<file path="config.mk">
export PLATFORM = sky130hd
export DESIGN_NAME = sample_window_ctrl
export DESIGN_NICKNAME = d
export VERILOG_FILES = /design/src/rtl/sample_ctrl_pkg.sv /design/src/rtl/flex_counter.sv /design/src/rtl/sample_window_ctrl.sv
export SDC_FILE = /design/constraint.sdc
export NUM_CORES = 1
export LEC_CHECK = 0
export ABC_AREA = 1
export CAP_MARGIN = 5
export CORE_ASPECT_RATIO = 1.4
export CORE_MARGIN = 5
export CORE_UTILIZATION = 57
export CTS_CLUSTER_DIAMETER = 100
export DETAILED_ROUTE_END_ITERATION = 8
export DONT_BUFFER_PORTS = 1
export GPL_ROUTABILITY_DRIVEN = 0
export PLACE_DENSITY = 0.87
export SLEW_MARGIN = 25
export SYNTH_ARGS = -nofsm -noshare
export SYNTH_HDL_FRONTEND = slang
export SYNTH_HIERARCHICAL = 1
export SYNTH_SLANG_ARGS = --single-unit
</file>
<file path="constraint.sdc">
create_clock -name clk -period 2.2 [get_ports clk]
set_input_delay 0.55 -clock clk [delete_from_list [all_inputs] [get_ports clk]]
set_output_delay 0.55 -clock clk [all_outputs]
set_load 0.02 [all_outputs]
</file>
<file path="src/rtl/sample_ctrl_pkg.sv">
// Shared types and default constants for the sample window controller.
// Optional feature macro: SAMPLE_WINDOW_TIMEOUT_EN (adds the ERR state).
package sample_ctrl_pkg;

  localparam int unsigned DEF_NUM_CNT_BITS   = 10;
  localparam int unsigned DEF_WINDOW_LEN     = 1000;
  localparam int unsigned DEF_TIMEOUT_CYCLES = 4096;
  localparam int unsigned WIN_CNT_W          = 8;

  typedef enum logic [2:0] {
    S_IDLE = 3'd0,
    S_CLR  = 3'd1,
    S_RUN  = 3'd2,
    S_DONE = 3'd3
`ifdef SAMPLE_WINDOW_TIMEOUT_EN
    ,
    S_ERR  = 3'd4
`endif
  } state_t;

endpackage

</file>
<file path="src/rtl/flex_counter.sv">
// Clearable up-counter with programmable rollover value.
// Ports: clk, n_rst (async active-low), clear (sync, highest priority),
//        count_enable, rollover_val; count_out, rollover_flag (registered,
//        high while count_out == rollover_val).
module flex_counter #(
  parameter int unsigned NUM_CNT_BITS = 4
) (
  input  logic                    clk,
  input  logic                    n_rst,
  input  logic                    clear,
  input  logic                    count_enable,
  input  logic [NUM_CNT_BITS-1:0] rollover_val,
  output logic [NUM_CNT_BITS-1:0] count_out,
  output logic                    rollover_flag
);

  logic [NUM_CNT_BITS-1:0] count_next;
  logic                    flag_next;

  // Next count: clear wins, wrap to 1 after reaching rollover_val.
  always_comb begin
    count_next = count_out;
    if (clear) begin
      count_next = '0;
    end else if (count_enable) begin
      if (count_out == rollover_val) count_next = NUM_CNT_BITS'(1);
      else                           count_next = count_out + NUM_CNT_BITS'(1);
    end
    flag_next = !clear && (count_next == rollover_val);
  end

  always_ff @(posedge clk or negedge n_rst) begin
    if (!n_rst) begin
      count_out     <= '0;
      rollover_flag <= 1'b0;
    end else begin
      count_out     <= count_next;
      rollover_flag <= flag_next;
    end
  end

endmodule

</file>
<file path="src/rtl/sample_window_ctrl.sv">
// Sample window controller: counts WINDOW_LEN accepted samples per window,
// runs num_windows windows (0 = continuous) and flags dropped samples.
// Ports: clk, n_rst (async active-low), start, stop, sample_valid,
//        num_windows[7:0]; busy, window_done, win_count[7:0], overrun,
//        timeout_err (all registered).
// Macro SAMPLE_WINDOW_TIMEOUT_EN: adds an idle-gap counter and ERR state;
// without it timeout_err is tied to 0.
module sample_window_ctrl
  import sample_ctrl_pkg::*;
#(
  parameter int unsigned              NUM_CNT_BITS   = DEF_NUM_CNT_BITS,
  parameter logic [NUM_CNT_BITS-1:0]  WINDOW_LEN     = NUM_CNT_BITS'(DEF_WINDOW_LEN),
  parameter int unsigned              TIMEOUT_CYCLES = DEF_TIMEOUT_CYCLES
) (
  input  logic                 clk,
  input  logic                 n_rst,
  input  logic                 start,
  input  logic                 stop,
  input  logic                 sample_valid,
  input  logic [WIN_CNT_W-1:0] num_windows,
  output logic                 busy,
  output logic                 window_done,
  output logic [WIN_CNT_W-1:0] win_count,
  output logic                 overrun,
  output logic                 timeout_err
);

  state_t                  state, state_next;
  logic [WIN_CNT_W-1:0]    nw_q, nw_next, win_next;
  logic                    ovr_next;
  logic                    clear, count_enable, rollover_flag;
  logic [NUM_CNT_BITS-1:0] unused_count;

  // Counter controls decoded straight from state; a full window stops counting.
  assign clear        = (state == S_CLR) || (state == S_DONE);
  assign count_enable = (state == S_RUN) && sample_valid && !rollover_flag;

  flex_counter #(.NUM_CNT_BITS(NUM_CNT_BITS)) u_sample_cnt (
    .clk          (clk),
    .n_rst        (n_rst),
    .clear        (clear),
    .count_enable (count_enable),
    .rollover_val (WINDOW_LEN),
    .count_out    (unused_count),
    .rollover_flag(rollover_flag)
  );

`ifdef SAMPLE_WINDOW_TIMEOUT_EN
  localparam int unsigned GAP_W = $clog2(TIMEOUT_CYCLES + 1);
  logic [GAP_W-1:0] gap_q;
  logic             timeout_hit;
  logic             to_next;

  // Consecutive RUN cycles without a sample.
  always_ff @(posedge clk or negedge n_rst) begin
    if (!n_rst)                            gap_q <= '0;
    else if (state != S_RUN || sample_valid) gap_q <= '0;
    else                                   gap_q <= gap_q + GAP_W'(1);
  end

  assign timeout_hit = (state == S_RUN) && !sample_valid &&
                       (gap_q == GAP_W'(TIMEOUT_CYCLES - 1));
`else
  logic unused_timeout_cfg;
  assign unused_timeout_cfg = ^TIMEOUT_CYCLES;
  assign timeout_err        = 1'b0;
`endif

  // Next-state and next flag values; stop overrides everything outside IDLE.
  always_comb begin
    state_next = state;
    nw_next    = nw_q;
    win_next   = win_count;
    ovr_next   = overrun;
`ifdef SAMPLE_WINDOW_TIMEOUT_EN
    to_next    = timeout_err;
`endif
    case (state)
      S_IDLE: begin
        if (start && !stop) begin
          state_next = S_CLR;
          nw_next    = num_windows;
          win_next   = '0;
          ovr_next   = 1'b0;
`ifdef SAMPLE_WINDOW_TIMEOUT_EN
          to_next    = 1'b0;
`endif
        end
      end
      S_CLR: begin
        if (sample_valid) ovr_next = 1'b1;
        state_next = S_RUN;
      end
      S_RUN: begin
        if (rollover_flag) begin
          if (sample_valid) ovr_next = 1'b1;
          state_next = S_DONE;
`ifdef SAMPLE_WINDOW_TIMEOUT_EN
        end else if (timeout_hit) begin
          state_next = S_ERR;
          to_next    = 1'b1;
`endif
        end
      end
      S_DONE: begin
        if (sample_valid) ovr_next = 1'b1;
        win_next = win_count + WIN_CNT_W'(1);
        if (nw_q != '0 && win_next == nw_q) state_next = S_IDLE;
        else                                state_next = S_RUN;
      end
`ifdef SAMPLE_WINDOW_TIMEOUT_EN
      S_ERR: begin
        if (start) begin
          state_next = S_CLR;
          nw_next    = num_windows;
          win_next   = '0;
          ovr_next   = 1'b0;
          to_next    = 1'b0;
        end
      end
`endif
      default: state_next = S_IDLE;
    endcase
    if (stop && state != S_IDLE) begin
      state_next = S_IDLE;
      nw_next    = nw_q;
      win_next   = win_count;
      ovr_next   = overrun;
`ifdef SAMPLE_WINDOW_TIMEOUT_EN
      to_next    = timeout_err;
`endif
    end
  end

  // State and registered outputs.
  always_ff @(posedge clk or negedge n_rst) begin
    if (!n_rst) begin
      state       <= S_IDLE;
      nw_q        <= '0;
      win_count   <= '0;
      overrun     <= 1'b0;
      busy        <= 1'b0;
      window_done <= 1'b0;
    end else begin
      state       <= state_next;
      nw_q        <= nw_next;
      win_count   <= win_next;
      overrun     <= ovr_next;
      busy        <= (state_next == S_CLR) || (state_next == S_RUN) ||
                     (state_next == S_DONE);
      window_done <= (state_next == S_DONE);
    end
  end

`ifdef SAMPLE_WINDOW_TIMEOUT_EN
  always_ff @(posedge clk or negedge n_rst) begin
    if (!n_rst) timeout_err <= 1'b0;
    else        timeout_err <= to_next;
  end
`endif

endmodule
</file>
==> metrics.md <==
| Metric | Value |
|---|---|
| Leak Pwr | `1.47 nW` |
| EDFF count, synth | `0` |
| Fin cells | `423` |
| Fillers | `314` |
| Synth area leader | `dfrtp_1` |
| Clk_lat worst skew | `0.29 ns` |
| Core area | `0.00388 sq mm` |
| FF-to-FF setup slack | `0.13 ns` |
| Overflow left after global routing | `0` |
| Ys flop type | `dfrtp_1` |
| Reg2Reg Depth | `16` |
| RSZ-0062 raised after global routing | `true` |
| Achievable Freq | `484 MHz` |
| CTS clock-pin slew for the worst setup and hold paths | `0.07 ns` |
| DP Area | `0.00244 sq mm` |
| Root Driver | `clkbuf_8` |
| IO Count | `25` |
| Site Rows | `27` |
| Post-Synthesis Cells | `336` |
| Final Critical Period | `2.07 ns` |
| Dpl ws | `0.0145 ns` |
| Status | `finished clean` |
| WP buf/inv | `1` |
| Clock skew | `0.0102 ns` |
| Clock sinks | `33` |
| Die footprint | `0.00531 sq mm` |
| Chip width | `63.1 um` |
| Peak fanout along the critical path | `4` |
| Dpl cells | `412` |
| Area of the multi-input gates | `0.00133 sq mm` |
| DRT Wirelength | `5170 um` |
| Yosys reg bits | `33` |
| Yosys top cell area share | `0.368` |
| Critical-path cell list | `nor2_2 -> nand2_1 -> inv_2 -> nand2_2 -> nor2_4 -> nand2_2 -> nor2_4 -> nand3_2 -> nor3_1 -> nor2_2 -> nand2_2 -> nand2_1 -> nand2_1 -> nor2_1 -> nand3_1 -> nor2_1` |
| Layout cells sized above 1 | `0.155` |
| Synthesized area | `0.00225 sq mm` |
| Die height | `84.3 um` |
| IO Port Bufs | `0` |
| Routed vias | `2147` |
| Initial antenna violation count | `0` |
| Htree depth | `2` |
| P per Cell Area | `571 mW/mm^2` |
| CTS Buf Count | `5` |
| Top post-synthesis cells by area | `dfrtp_1 37%, nand2_1 20%, inv_1 9.0%, nand3_1 5.3%, nor2_1 5.0%` |
| Final worst slack | `0.134 ns` |
| Unique masters post-synth | `33` |
| All-layer global routing usage | `0.205` |
| Max Slew Vio Count | `0` |
| ANT cells | `0` |
| Critical path arrival | `2.25 ns` |
| Worst setup SP type | `flop` |
| TritonRoute pass-1 iters | `5` |
| Slowest stage delay, CP | `0.39 ns` |
| Top-count cell post-synth | `nand2_1` |
| Crit end category | `flop` |
| Final #Nets | `394` |
| Period Utilization, post-route | `0.939` |
| CP top delay family | `simple AND/OR/NAND/NOR gates` |
| Final setup viols | `0` |
| Routed Antenna Nets | `0` |
| First-pass GRT wire length | `8820 um` |
| Final Hold Viols | `0` |
| Setup CP Type | `reg -> reg` |
| Initial core utilization | `0.578` |
| Crit Reg-Reg Endpoint | `u_sample_cnt/rollover_flag` |
| Fin area | `0.00264 sq mm` |
| Via/cell ratio | `5.08` |
| Warnings from Yosys | `6` |
| Synth Area per Inst | `6.68 sq um` |
| DP HPWL | `3900 um` |
| FF/Latch Area | `826 sq um` |
| Vias in the first global route | `2138` |
| # DRC | `0` |
| Maximum capacitance violations | `0` |
| DR iter-0 viols | `100` |
| Type of the tightest min-delay check | `in -> async` |
| Pin count of the biggest net entering global routing | `34` |
| Layout area overhead | `17.6%` |
| Clk buf depth | `2` |
| CP required | `2.39 ns` |
| Worst R2R Start | `state[0]` |
| Register area share after synthesis | `0.368` |
| Ys async rst share | `1.00` |
| TritonCTS clock tree | `built` |
| Slowest cell on the critical path | `dfrtp_1` |
| Synth top cells by count | `120 x nand2_1, 54 x inv_1, 33 x dfrtp_1` |
| Routed length per instance | `12.2 um` |
| Peak VDD IR | `0.539 mV` |
-- logic make-up after synthesis --
kind of cell | Yosys count | synth area share
xor+xnor | 6 | 0.0295
mux | 1 | 0.00501
other cells | 2 | 0.00334
fa+ha+maj | 2 | 0.0111
simple gates | 203 | 0.406
flops | 33 | 0.368
compound gates | 26 | 0.0663
buf+inv | 63 | 0.111
-- what timing repair did --
item,CTS,global route
cloned,0,0
hold endpoints to repair,33,0
endpoints found under the setup margin,1,1
gates resized for setup,1,15
pin swaps,0,6
setup buffers,0,2
hold buffers,1,0
-- worst max path at each step --
stage,startpoint,endpoint,depth (start not counted)
3_3_place_gp,state[2],u_sample_cnt/rollover_flag,17
5_1_grt,state[0],u_sample_cnt/rollover_flag,17
3_5_place_dp,state[2],u_sample_cnt/rollover_flag,17
4_1_cts,state[2],u_sample_cnt/rollover_flag,17
6_report,state[0],u_sample_cnt/rollover_flag,16
2_1_floorplan,state[2],u_sample_cnt/rollover_flag,17
-- report_power, final --
part	internal (W)	total [W]	switching [W]	leakage, nW
Clock	0.000369	0.000594	0.000225	0.0585
Combinational	0.0000843	0.000225	0.000141	0.968
Sequential	0.000648	0.000689	0.0000406	0.442
Total	0.00110	0.00151	0.000406	1.47
-- metrics by stage --
step / power [W] / utilization / hold WS (ns) / setup TNS, ns
final: 0.00151 / 0.680 / 0.0784 / 0
after global routing: 0.00158 / 0.680 / 0.0889 / -0.126
after CTS: 0.00150 / 0.663 / 0.0878 / 0
after detailed placement: 0.000901 / 0.627 / 0.255 / 0
after global placement: 0.000894 / 0.627 / 0.255 / 0
after floorplan: 0.000860 / - / 0.254 / 0
-- cell usage in the layout, fill, tap and decap left out, types with 7 or more instances in the layout --
master   synthesis  routed
buf_4            1       9
conb_1           2      31
dfrtp_1         33      33
inv_1           54      53
inv_2            6       7
nand2_1        120     117
nand2_2          6       9
nand3_1         24      21
nand3_2          4       7
nor2_1          30      24
nor2_2           6       9
o21ai_0          9       9
-- sequential cells by signal, indices dropped and copies added (netlist names) --
signal / flops
busy: 1
overrun: 1
u_sample_cnt/rollover_flag: 1
window_done: 1
win_count: 8
state: 3
nw_q: 8
u_sample_cnt/count_out: 10
-- area by class of cell --
type	count	area share
clock buffer	7	0.0327
sequential	33	0.313
multi-input combinational	269	0.505
tap	43	0.0204
timing repair buffer	10	0.0332
clock inverter	1	0.0114
inverter	60	0.0853
-- metal layers --
metal	global-route usage	vias up	wire, um
met3	0.0415	17	232
li1	-	1085	-
met2	0.392	57	2930
met5	0	-	0
met4	0.108	0	181
met1	0.199	988	1820
(Power assumes the default switching activity.)
==> RTL change 1 (same flow settings) <==
`nw_q` no longer has a reset.
--- a/src/rtl/sample_window_ctrl.sv
+++ b/src/rtl/sample_window_ctrl.sv
@@ -136,20 +136,22 @@
   always_ff @(posedge clk or negedge n_rst) begin
     if (!n_rst) begin
       state       <= S_IDLE;
-      nw_q        <= '0;
       win_count   <= '0;
       overrun     <= 1'b0;
       busy        <= 1'b0;
       window_done <= 1'b0;
     end else begin
       state       <= state_next;
-      nw_q        <= nw_next;
       win_count   <= win_next;
       overrun     <= ovr_next;
       busy        <= (state_next == S_CLR) || (state_next == S_RUN) ||
                      (state_next == S_DONE);
       window_done <= (state_next == S_DONE);
     end
+  end
+
+  always_ff @(posedge clk) begin
+    nw_q <= nw_next;
   end
 
 `ifdef SAMPLE_WINDOW_TIMEOUT_EN
Formal check against the unedited RTL: no difference found for any inputs over 10 cycles, from zero or initial values and one cycle with n_rst low; that may be too few to reach the edited logic, so the function may still have changed.
==> RTL change 1 against the original RTL <==
Total power fell by 18%. Cell area fell by 3.6%. Sequential cell count did not move. Wire length fell by 0.54%. Die area fell by 2.3%. Largest cell class unchanged. Synthesized area fell by 2.6%. Highest routed layer unchanged. Non-clock buffer count did not move. Fmax fell by 4.3%. Setup slack got worse by 93 ps.
==> RTL change 1: results (changes against the original RTL) <==
Global routing
  – Antenna violations before repair: 0 (unchanged)
  – First-pass GRT wire length: 8.42 mm (was 8.82 mm)
  – GRT Util Overall: 19.9% (was 20.5%)
  – Vias in the first global route: 1928 (was 2138)
  – Largest net degree at the start of global routing: 26 (was 34)

Place
  – Placed Area: 0.00238 mm2 (was 0.00244 mm2)
  – Detail Placement HPWL: 3.86 mm (was 3.90 mm)
  – Pre-CTS WS: -20.7 ps (was 14.5 ps)
  – Placed Cells: 402 (was 412)

Timing
  – Final worst-path setup slack: 40.9 ps (was 134 ps)
  – Skew final: 9.66 ps (was 10.2 ps)
  – Hold_ws: 75.2 ps (was 78.4 ps)

Cells and area
  – Layout fillers: 299 (was 314)
  – Finished Layout Cells: 412 (was 423)
  – NumNets Final: 384 (was 394)
  – Share of layout cells above drive strength 1: 13.2% (was 15.5%)

Clocking
  – Clk slew on worst S/H paths: 70 ps (about the same)
  – Clock buffer depth: 2 (unchanged)

Yosys
  – Post-synth EDFFs: 8 (was 0)
  – Synth top cells by count: nand2_1, inv_1, nor2_1 (was nand2_1, inv_1, dfrtp_1)
  – Async SR Flop Fraction: 75.8% (was 100%)
  – Syn Area/Cell: 6.71 um2 (was 6.68 um2)
  – Netlist cell types: 31 (was 33)
  – Seq/Total Area, Yosys: 39.6% (was 36.8%)
  – Area contributors post-synth: dfrtp_1, nand2_1, edfxtp_1 (was dfrtp_1, nand2_1, inv_1)

Worst setup path
  – CP max-delay cell: dfrtp_1 (unchanged)
  – Worst r2r src: state[0]$_DFF_PN0_ (unchanged)
  – Crit path DAT: 2360 ps (was 2250 ps)
  – FF-to-FF path depth: 17 (was 16)

Drt
  – Met3 Wirelength: 286 um (was 232 um)
  – Met2 WL post-DR: 2.89 mm (was 2.93 mm)
  – WL final: 5.14 mm (was 5.17 mm)
  – DRT met1 WL: 1.79 mm (was 1.82 mm)
  – Initial DRC count: 99 (was 100)

Pwr
  – Peak supply drop: 0.373 mV (was 0.539 mV)
  – Leak pwr: 1.38 nW (was 1.47 nW)
  – Sw Ratio: 26.5% (was 26.9%)

Outcome
  – Status: complete, no violations (unchanged)
[RTL change 1: cell types whose count changed after synthesis, moves of 2 or more]
| cell | change |
|---|---|
| dfrtp_1 | -8 |
| edfxtp_1 | +8 |
| nand3_1 | +8 |
| nand2_1 | -5 |
| nand2_2 | -5 |
| nor2_1 | +4 |
| o21ai_0 | -4 |
| inv_2 | -3 |
| nand3_2 | -2 |
| nor3_1 | -2 |
[RTL change 1: area by class of cell]
class	instances	area [um2]	area share [%]
multi-input cells	261	1240	48.7
flip-flops and latches	33	866	34.0
repair buffers	10	87.6	3.44
inverters	58	218	8.55
well taps	42	52.6	2.06
clock buffers	6	72.6	2.85
clock inverters	2	10.0	0.393
[RTL change 1: kinds of logic after synthesis]
kind of cell | count (synthesis) | share of synthesized area [%]
muxes | 1 | 0.515
xor gates and xnor gates | 4 | 1.60
DFF | 33 | 39.6
adders and majority gates | 2 | 1.14
and+or+nand+nor | 202 | 40.0
other | 2 | 0.343
AOI/OAI and AO/OA | 21 | 5.66
buffers and inverters | 61 | 11.2
[RTL change 1: timing repair]
item | CTS | global route
endpoints found under the setup margin | 1 | 1
pin swaps | 0 | 10
hold buffers | 1 | 0
gates resized for setup | 1 | 15
setup buffers | 0 | 1
cloned | 0 | 0
endpoints found under the hold margin | 25 | 0
[RTL change 1: layer usage]
layer  up-vias  GRT usage (%)
met1       949           20.3
li1       1068              -
met2        71           37.8
met4         0           8.49
met3        16           4.05
met5         -              0
[RTL change 1: power by group through the flow]
stage / Combinational [mW] / Clock, mW / Sequential (mW)
2_1_floorplan: 0.0917 / 0 / 0.677
3_3_place_gp: 0.106 / 0 / 0.680
3_5_place_dp: 0.109 / 0 / 0.681
4_1_cts: 0.123 / 0.454 / 0.668
5_1_grt: 0.148 / 0.485 / 0.671
6_report: 0.127 / 0.440 / 0.670
==> RTL change 2 (same flow settings) <==
Without the edit above. Add a define of `SAMPLE_WINDOW_TIMEOUT_EN`.
--- a/src/rtl/sample_ctrl_pkg.sv
+++ b/src/rtl/sample_ctrl_pkg.sv
@@ -1,5 +1,7 @@
 // Shared types and default constants for the sample window controller.
 // Optional feature macro: SAMPLE_WINDOW_TIMEOUT_EN (adds the ERR state).
+`define SAMPLE_WINDOW_TIMEOUT_EN
+
 package sample_ctrl_pkg;
 
   localparam int unsigned DEF_NUM_CNT_BITS   = 10;
Behaviour: same outputs for any inputs over 10 cycles, from zero or initial values and one cycle with n_rst low; that may be too few to reach the edited logic, so the function may still have changed.
==> RTL change 2 against the original RTL <==
Wire length is 31% higher. Sequential cell count is 14 higher. Synthesized cell count is 31% higher. Fmax is 1.8% higher. Setup slack better by 37 ps. Die area is 29% higher. Global-route usage is 0.88 points higher. Combinational power grew to 4.0 times the old value. Synthesized area is 34% higher. Total power is 71% higher. Cell area is 30% higher. Largest cell class unchanged. Count of clock-buffer cells in the layout is 1 lower. Critical path depth is 1 higher.
==> RTL change 2: results (changes against the original RTL) <==
Global routing
  – Largest net degree at the start of global routing: 48 (was 34)
  – Antenna violations before repair: 0 (unchanged)
  – First-pass GRT wire length: 11.7 mm (was 8.82 mm)
  – GRT Util Overall: 21.4% (was 20.5%)
  – Vias in the first global route: 2940 (was 2138)

Pwr
  – Net Sw Power: 0.997 mW (was 0.406 mW)
  – Leak pwr: 1.81 nW (was 1.47 nW)
  – Peak supply drop: 0.316 mV (was 0.539 mV)

Yosys
  – Seq/Total Area, Yosys: 39.1% (was 36.8%)
  – Post-synthesis compound-gate area fraction: 8.65% (was 6.63%)
  – Async SR Flop Fraction: 100% (unchanged)
  – Area contributors post-synth: dfrtp_1, nand2_1, inv_1 (unchanged)
  – Mux contribution to synthesized area: 0.374% (was 0.501%)
  – Syn Area/Cell: 6.85 um2 (was 6.68 um2)
  – Synth Area in XOR/XNOR: 1.75% (was 2.95%)
  – Post-Synth Adder-Cell Area: 1.25% (was 1.11%)
  – Synth top cells by count: nand2_1, inv_1, nor2_1 (was nand2_1, inv_1, dfrtp_1)

Drt
  – Pre-Repair DR Iteration Count: 4 (was 5)
  – WL/cell: 12.3 um (was 12.2 um)
  – Initial DRC count: 182 (was 100)
  – WL final: 6.76 mm (was 5.17 mm)
  – Vias post-DR: 2823 (was 2147)

Clocking
  – # H-tree levels: 2 (unchanged)
  – Clk slew on worst S/H paths: 90 ps (was 70 ps)

Cells and area
  – Antenna Cells: 0 (unchanged)
  – Share of layout cells above drive strength 1: 13.4% (was 15.5%)
  – NumNets Final: 500 (was 394)
  – Core Util, Final: 66.5% (was 68.0%)
  – Top Registers: gap_q (13), u_sample_cnt/count_out (10) (was u_sample_cnt/count_out (10), nw_q (8), win_count (8))

Worst setup path
  – Delay-heaviest family, CP: simple AND/OR/NAND/NOR gates (unchanged)
  – Delay of the slowest cell on the worst path: 410 ps (was 390 ps)

Timing
  – Skew final: 9.71 ps (was 10.2 ps)

Outcome
  – Status: complete, no violations (unchanged)

Place
  – Placed Cells: 538 (was 412)
  – Placed Area: 0.00323 mm2 (was 0.00244 mm2)
  – Detail Placement HPWL: 5.06 mm (was 3.90 mm)
  – Pre-CTS WS: 66.3 ps (was 14.5 ps)
==> RTL change 2: metal layers <==
layer  GRT usage, %  wire, um
met5              0         0
met4           12.9       182
met3           4.28       292
met2           41.2      3800
met1           20.5      2480
==> RTL change 2: repair_timing <==
| action | 4_1_cts | 5_1_grt |
|---|---|---|
| endpoints found under the hold margin | 47 | 0 |
| resized for setup | 0 | 16 |
| hold buffers | 1 | 0 |
| setup endpoints to repair | 0 | 1 |
| buffers inserted | 0 | 4 |
==> RTL change 2: final timing paths <==
check,from,to,slack (ps),depth (start not counted)
hold / removal,n_rst,nw_q[3]$_DFFE_PN0P_,80,1
setup reg to reg,state[2]$_DFF_PN0_,u_sample_cnt/rollover_flag$_DFF_PN0_,170,17
max in group asynchronous,n_rst,busy$_DFF_PN0_,1890,1
hold reg to reg,gap_q[0]$_DFF_PN0_,gap_q[0]$_DFF_PN0_,460,1
setup / recovery,state[2]$_DFF_PN0_,u_sample_cnt/rollover_flag$_DFF_PN0_,170,17
min in group clk,num_windows[6],nw_q[6]$_DFFE_PN0P_,370,2
==> RTL change 2: through the flow <==
| stage | hold slack, ps | power [mW] |
|---|---|---|
| detailed placement | 256 | 2.00 |
| CTS | 97.2 | 2.56 |
| floorplan | 254 | 1.80 |
| global route | 93.2 | 2.78 |
| finish | 76.0 | 2.58 |
| global placement | 256 | 1.97 |
==> RTL change 2: logic make-up after synthesis <==
group / count (synthesis)
simple gates: 262
buf+inv: 78
flops: 47
compound gates: 40
xor+xnor: 6
fa+ha+maj: 3
other cells: 2
mux: 1
==> RTL change 2: layout make-up <==
cell class | instances | area, um2
flip-flops and latches | 47 | 1180
fillers | 443 | 1730
clock buffers | 6 | 82.6
clock inverters | 1 | 5.00
well taps | 66 | 82.6
inverters | 76 | 285
repair buffers | 13 | 118
multi-input cells | 341 | 1680
==> RTL change 2: power by group through the flow <==
stage | clock network [mW] | registers, mW | logic (mW)
floorplan | 0 | 1.15 | 0.653
global placement | 0 | 1.16 | 0.802
detailed placement | 0 | 1.17 | 0.829
CTS | 0.548 | 1.15 | 0.860
global route | 0.582 | 1.17 | 1.02
finish | 0.535 | 1.15 | 0.890
